### src/rtl/bounce_sprite_engine_pkg.sv
// rtl/bounce_sprite_engine_pkg.sv - shared encodings and defaults for the bounce sprite engine
package bounce_sprite_engine_pkg;

  // dir[1]=1 moving left, dir[0]=1 moving down
  localparam logic [1:0] DIR_RIGHT_UP   = 2'b00;
  localparam logic [1:0] DIR_RIGHT_DOWN = 2'b01;
  localparam logic [1:0] DIR_LEFT_UP    = 2'b10;
  localparam logic [1:0] DIR_LEFT_DOWN  = 2'b11;
  localparam int DIR_LEFT_BIT = 1;
  localparam int DIR_DOWN_BIT = 0;

  localparam int DEF_SCRN_WIDTH  = 1024;
  localparam int DEF_SCRN_HEIGHT = 768;

  typedef enum logic {
    SERVE = 1'b0,
    RUN   = 1'b1
  } state_t;

  function automatic logic [15:0] sat_add16(input logic [15:0] a, input logic [1:0] b);
    logic [16:0] s;
    s = {1'b0, a} + {15'd0, b};
    return s[16] ? 16'hFFFF : s[15:0];
  endfunction

endpackage

### src/rtl/bounce_sprite_engine_vsync_edge_sync.sv
// rtl/bounce_sprite_engine_vsync_edge_sync.sv - vsync synchroniser with one-cycle falling-edge tick
module vsync_edge_sync (
  input  logic clk,
  input  logic reset,
  input  logic vsync,
  output logic fall_tick
);

  logic meta, sync, prev;

  // Registered tick lands three clocks after the raw falling edge
  always_ff @(posedge clk or posedge reset) begin
    if (reset) begin
      meta      <= 1'b0;
      sync      <= 1'b0;
      prev      <= 1'b0;
      fall_tick <= 1'b0;
    end else begin
      meta      <= vsync;
      sync      <= meta;
      prev      <= sync;
      fall_tick <= prev & ~sync;
    end
  end

endmodule

### src/rtl/bounce_sprite_engine.sv
// rtl/bounce_sprite_engine.sv - bouncing sprite with serve sequence, bounce events and box render
module bounce_sprite_engine
  import bounce_sprite_engine_pkg::*;
#(
  parameter int          SCRN_WIDTH   = DEF_SCRN_WIDTH,
  parameter int          SCRN_HEIGHT  = DEF_SCRN_HEIGHT,
  parameter int          OBJ_W        = 110,
  parameter int          OBJ_H        = 59,
  parameter int          MARGIN       = 10,
  parameter int          SPD_W        = 4,
  parameter int          SERVE_FRAMES = 60,
  parameter logic [1:0]  INIT_DIR     = DIR_RIGHT_UP,
  parameter logic [23:0] OBJ_COLOR    = 24'hFF_FF_FF
) (
  input  logic             vclock,
  input  logic             reset,
  input  logic             vsync,
  input  logic             enabled,
  input  logic             launch,
  input  logic [SPD_W-1:0] x_speed,
  input  logic [SPD_W-1:0] y_speed,
  input  logic [10:0]      hcount,
  input  logic [9:0]       vcount,
  output logic [10:0]      x_pos,
  output logic [9:0]       y_pos,
  output logic [1:0]       dir,
  output logic             serving,
  output logic             frame_tick,
  output logic             bounce_x,
  output logic             bounce_y,
  output logic [15:0]      bounce_count,
  output logic             in_obj,
  output logic [23:0]      pixel
);

  localparam int CW = $clog2(SERVE_FRAMES + 1);

  localparam logic [10:0] X_CENTRE = 11'((SCRN_WIDTH - OBJ_W) >> 1);
  localparam logic [9:0]  Y_CENTRE = 10'((SCRN_HEIGHT - OBJ_H) >> 1);
  localparam logic [10:0] X_MAX    = 11'(SCRN_WIDTH - MARGIN - OBJ_W);
  localparam logic [10:0] X_MIN    = 11'(MARGIN);
  localparam logic [9:0]  Y_MAX    = 10'(SCRN_HEIGHT - MARGIN - OBJ_H);
  localparam logic [9:0]  Y_MIN    = 10'(MARGIN);
  localparam logic [11:0] X_LIM    = 12'(SCRN_WIDTH - MARGIN);
  localparam logic [11:0] Y_LIM    = 12'(SCRN_HEIGHT - MARGIN);
  localparam logic [11:0] MARGIN12 = 12'(MARGIN);
  localparam logic [11:0] OBJ_W12  = 12'(OBJ_W);
  localparam logic [11:0] OBJ_H12  = 12'(OBJ_H);

  state_t        state, state_next;
  logic          armed;
  logic [CW-1:0] serve_cnt;
  logic          serve_done, step_en;

  logic [11:0] x_e, y_e, sx, sy;
  logic [10:0] x_next;
  logic [9:0]  y_next;
  logic        left_next, down_next, hit_x, hit_y;
  logic        in_obj_next;

  vsync_edge_sync u_vsync_edge_sync (
    .clk       (vclock),
    .reset     (reset),
    .vsync     (vsync),
    .fall_tick (frame_tick)
  );

  assign serve_done = armed && frame_tick && (serve_cnt == CW'(SERVE_FRAMES - 1));

  always_ff @(posedge vclock or posedge reset) begin
    if (reset) state <= SERVE;
    else       state <= state_next;
  end

  always_comb begin
    state_next = state;
    if (launch) begin
      state_next = SERVE;
    end else begin
      case (state)
        SERVE:   if (serve_done) state_next = RUN;
        RUN:     state_next = RUN;
        default: state_next = SERVE;
      endcase
    end
  end

  always_comb begin
    serving = (state == SERVE);
    step_en = (state == RUN) && frame_tick && enabled && !launch;
  end

  // Widened to 12 bits so the limit compares never wrap
  assign x_e = {1'b0, x_pos};
  assign y_e = {2'b00, y_pos};
  assign sx  = 12'(x_speed);
  assign sy  = 12'(y_speed);

  always_comb begin
    x_next    = x_pos;
    left_next = dir[DIR_LEFT_BIT];
    hit_x     = 1'b0;
    if (sx != 12'd0) begin
      if (!dir[DIR_LEFT_BIT]) begin
        if (x_e + OBJ_W12 + sx >= X_LIM) begin
          x_next = X_MAX; left_next = 1'b1; hit_x = 1'b1;
        end else begin
          x_next = x_pos + 11'(x_speed);
        end
      end else begin
        if (x_e <= MARGIN12 + sx) begin
          x_next = X_MIN; left_next = 1'b0; hit_x = 1'b1;
        end else begin
          x_next = x_pos - 11'(x_speed);
        end
      end
    end
  end

  always_comb begin
    y_next    = y_pos;
    down_next = dir[DIR_DOWN_BIT];
    hit_y     = 1'b0;
    if (sy != 12'd0) begin
      if (dir[DIR_DOWN_BIT]) begin
        if (y_e + OBJ_H12 + sy >= Y_LIM) begin
          y_next = Y_MAX; down_next = 1'b0; hit_y = 1'b1;
        end else begin
          y_next = y_pos + 10'(y_speed);
        end
      end else begin
        if (y_e <= MARGIN12 + sy) begin
          y_next = Y_MIN; down_next = 1'b1; hit_y = 1'b1;
        end else begin
          y_next = y_pos - 10'(y_speed);
        end
      end
    end
  end

  always_ff @(posedge vclock or posedge reset) begin
    if (reset) begin
      x_pos        <= X_CENTRE;
      y_pos        <= Y_CENTRE;
      dir          <= INIT_DIR;
      armed        <= 1'b0;
      serve_cnt    <= '0;
      bounce_x     <= 1'b0;
      bounce_y     <= 1'b0;
      bounce_count <= 16'd0;
    end else begin
      bounce_x <= 1'b0;
      bounce_y <= 1'b0;
      if (launch) begin
        x_pos     <= X_CENTRE;
        y_pos     <= Y_CENTRE;
        dir       <= INIT_DIR;
        armed     <= 1'b1;
        serve_cnt <= '0;
      end else begin
        if (state == SERVE && armed && frame_tick) serve_cnt <= serve_cnt + CW'(1);
        if (step_en) begin
          x_pos        <= x_next;
          y_pos        <= y_next;
          dir          <= {left_next, down_next};
          bounce_x     <= hit_x;
          bounce_y     <= hit_y;
          bounce_count <= sat_add16(bounce_count, {1'b0, hit_x} + {1'b0, hit_y});
        end
      end
    end
  end

  assign in_obj_next = ({1'b0, hcount} >= x_e) && ({1'b0, hcount} < x_e + OBJ_W12) &&
                       ({2'b00, vcount} >= y_e) && ({2'b00, vcount} < y_e + OBJ_H12);

  always_ff @(posedge vclock or posedge reset) begin
    if (reset) begin
      in_obj <= 1'b0;
      pixel  <= 24'd0;
    end else begin
      in_obj <= in_obj_next;
      pixel  <= in_obj_next ? OBJ_COLOR : 24'd0;
    end
  end

endmodule

### config.mk
export PLATFORM = sky130hd
export DESIGN_NAME = bounce_sprite_engine
export DESIGN_NICKNAME = d
export VERILOG_FILES = /design/src/rtl/bounce_sprite_engine_pkg.sv /design/src/rtl/bounce_sprite_engine_vsync_edge_sync.sv /design/src/rtl/bounce_sprite_engine.sv
export SDC_FILE = /design/constraint.sdc
export NUM_CORES = 1
export LEC_CHECK = 0
export BUFFER_PORTS_ARGS = -buffer_cell sky130_fd_sc_hd__buf_2
export CELL_PAD_IN_SITES_DETAIL_PLACEMENT = 1
export CELL_PAD_IN_SITES_GLOBAL_PLACEMENT = 1
export CORE_MARGIN = 5
export CORE_UTILIZATION = 39
export DETAILED_ROUTE_END_ITERATION = 8
export PLACE_DENSITY_LB_ADDON = 0.08
export SETUP_SLACK_MARGIN = 0.02
export SLEW_MARGIN = 30
export SYNTH_ARGS = -nofsm -noshare
export SYNTH_HDL_FRONTEND = slang
export SYNTH_HIERARCHICAL = 1
export SYNTH_SLANG_ARGS = --single-unit
### constraint.sdc
create_clock -name vclock -period 5 [get_ports vclock]
set_clock_uncertainty 0.1 [all_clocks]
set_input_delay 1.5 -clock vclock [delete_from_list [all_inputs] [get_ports vclock]]
set_output_delay 1.5 -clock vclock [all_outputs]
set_load 0.05 [all_outputs]
==> results.ini <==
[outcome]
status=finished, final reports clean

[cts]
holdBufCountCts=0
worstSkewPairLatency_ps=300
tritoncts.num_buffers=5
h-tree-depth=2
cts.sinks=54
cts_tree=yes
clock_tree.root_cell=sky130_fd_sc_hd__clkbuf_16
path_clk_slew_ps=70
clockBufferDepth=2

[setup_path]
critical_path_cell_count=20
startpoint_type_of_the_worst_setup_path=input pin
worstPathMaxFanout=3
crit_slowest_cell=sky130_fd_sc_hd__or4b_4
crit_path_cell_trace=buf_8 > ha_4 > inv_4 > fa_2 > nand2b_4 > o2bb2ai_4 > or4b_4 > and2_4 > a32oi_2 > a21o_4 > nor2_8 > nor2_4 > nand2_2 > fa_2 > inv_2 > ha_4 > and3_4 > and2_4 > nand2_2 > mux2_4
arrival_ps=4930
worst-path-buf-inv=3
critical-path-max-stage-delay_ps=540
setup.worst_path.class=in -> reg
rr_worst_depth=20
timing.critical_path.max_delay_family=simple AND/OR/NAND/NOR gates
crit_path_end_kind=register
worst_ep_required_time_ps=5090

[routing]
routed_wirelength_um=18100
avg_wl_per_cell_um=18.3
dr_total_vias=5469
antenna_left=0
post_drt_via_cell_ratio=5.56
drt_pre_antenna_iters=4
number_of_design_rule_violations_left_after_detail_routing=0
detailedRoute.firstIterationViolations=244

[global_route]
grt_util_all_layers_pct=20.6
via_count_of_the_first_global_routing_pass=5949
number_of_antenna_violations_at_the_first_check_in_global_routing=0
wire_length_of_the_first_global_routing_pass_um=30300
pin_count_of_the_biggest_net_entering_global_routing=28
overflow=0

[floorplanning]
fp.coreArea_mm2=0.0145
die-height_um=131
die_footprint_mm2=0.0173
dieWidth_um=131
placement_rows=44
floorplan.initialDensity_pct=39.7
ports=102

[layout]
final_cell_mix=100 x sky130_fd_sc_hd__buf_2, 71 x sky130_fd_sc_hd__ha_1, 56 x sky130_fd_sc_hd__a21oi_1, 52 x sky130_fd_sc_hd__nor2_1, 49 x sky130_fd_sc_hd__buf_4
commonest_non_fill_non_tap_cell_in_the_layout=sky130_fd_sc_hd__buf_2
layout-drive-gt1-share_pct=28.6
instances_no_fill=984
area.growth.synth_to_final_pct=21.9
finalCoreUtilization_pct=48.4
antenna_cells=0
final_area_mm2=0.00701
design.final.nets=915

[pwr]
leakage_nw=3.39
switching_share_pct=31.3
pwr-share-seq_pct=40.8
max_vdd_drop_mv=0.116
power.density_mw_per_mm2=157
power.total_mw=1.10
net-switching-power_mw=0.344
pwr-share-clk_pct=33.7
power.share.combinational_pct=25.4
intPower_mw=0.757

[run]
max_capacitance_violation_count=0

[timing]
min_period_ps=4840
relSlewSlack_pct=51.1
finalSetupTns_ps=0
timing.final.max_slew_violations=0
post-route-worst-setup-slack_ps=158
rsz0062_at_grt=false
max_slew.worst_pin.slew_ps=727
fin_hold_ws_ps=260
post-route-period-util_pct=96.8
finalHoldViolCount=0
achievable-frequency_ghz=0.207
setup_violations=0

[synth]
post_synth_num_cell_types=74
yosys_register_bits=54
seq_area_frac_synth_pct=23.7
synth-async-reset-ratio_pct=100
ys_top_cells_by_area=sky130_fd_sc_hd__dfrtp_1 20%, sky130_fd_sc_hd__ha_1 16%, sky130_fd_sc_hd__a21oi_1 5.4%, sky130_fd_sc_hd__xnor2_1 4.7%, sky130_fd_sc_hd__dfstp_2 4.1%
synthDominantCellAreaShare_pct=19.6
synth_top_cell_by_area=sky130_fd_sc_hd__dfrtp_1
synth_area_mm2=0.00575
primary_flip_flop_cell_chosen_by_synthesis_mapping=sky130_fd_sc_hd__dfrtp_1
syn-instance-count=685
synthesis.area_per_instance_um2=8.39
postSynthNetCount=801
synth_enable_flop_cells=0
total_number_of_yosys_warnings=6

[placement]
dp.cells=973
placed_cell_area_mm2=0.00666
gpl.final_weighted_congestion=0.909
io_buffer_count=101
final_hpwl_dp_um=14600
pre_cts_ws_ps=-371

[worst_hold_path]
min_path_cells=0
hold_path_class=reg -> reg

==> sequential cells by signal, indices dropped and copies added (netlist names) <==
register / flops
state: 1
serve_cnt: 6
u_vsync_edge_sync/meta: 1
armed: 1
dir: 2
bounce_x: 1
bounce_y: 1
pixel: 1
u_vsync_edge_sync/prev: 1
bounce_count: 16
u_vsync_edge_sync/fall_tick: 1
u_vsync_edge_sync/sync: 1
x_pos: 11
y_pos: 10
==> cells in the mapped netlist (all sizes together), types with 5 or more instances <==
library cell / n
a211oi: 8
a21o: 14
a21oi: 62
a31oi: 5
and2: 6
and3: 16
buf: 30
clkbuf: 14
dfrtp: 45
dfstp: 9
fa: 8
ha: 74
inv: 52
nand2: 43
nand2b: 10
nand3: 21
nand4: 9
nor2: 56
nor2b: 9
nor3: 14
o21a: 9
o21ai: 27
o21bai: 8
o31ai: 8
or3: 7
xnor2: 31
xor2: 13
==> power by group through the flow <==
stage	logic, mW	clock network (mW)	registers [mW]
2_1_floorplan	0.179	0	0.462
3_3_place_gp	0.253	0	0.458
3_5_place_dp	0.265	0	0.458
4_1_cts	0.268	0.387	0.450
5_1_grt	0.310	0.401	0.451
6_report	0.280	0.371	0.450
==> worst paths after layout <==
kind                                         from  slack (ps)                endpoint
max                                    x_speed[0]         160        bounce_count[12]
min                        u_vsync_edge_sync/meta         260  u_vsync_edge_sync/sync
max reg2reg                              y_pos[1]         500        bounce_count[12]
min reg2reg                u_vsync_edge_sync/meta         260  u_vsync_edge_sync/sync
max in group asynchronous                   reset        2830                x_pos[6]
min in group asynchronous                   reset         990  u_vsync_edge_sync/prev
==> layer usage <==
layer / GRT usage (%) / part of all wire [%]
met1: 26.0 / 43
met2: 37.3 / 52
met3: 2.33 / 2.5
met4: 5.31 / 1.9
met5: 0 / 0
==> layout make-up <==
class / count / area (um2)
Tap cell: 184 / 230
Clock buffer: 6 / 139
Fill cell: 1754 / 7470
Clock inverter: 2 / 16.3
Timing Repair Buffer: 151 / 895
Sequential cell: 54 / 1360
Inverter: 54 / 205
Multi-Input combinational cell: 533 / 4160
==> cells by family after synthesis <==
logic type	Yosys count	synth area share (%)
buffers and inverters	98	8.08
muxes	6	1.11
and+or+nand+nor	209	18.8
adders and majority gates	83	19.1
xor gates and xnor gates	44	6.71
AOI/OAI and AO/OA	191	22.5
DFF	54	23.7
==> repair_timing <==
item / CTS / global route
endpoints found under the setup margin: 13 / 14
resized for setup: 12 / 27
pin swaps: 7 / 17
buffers inserted: 0 / 3
Power figures use the tool's default switching activity.
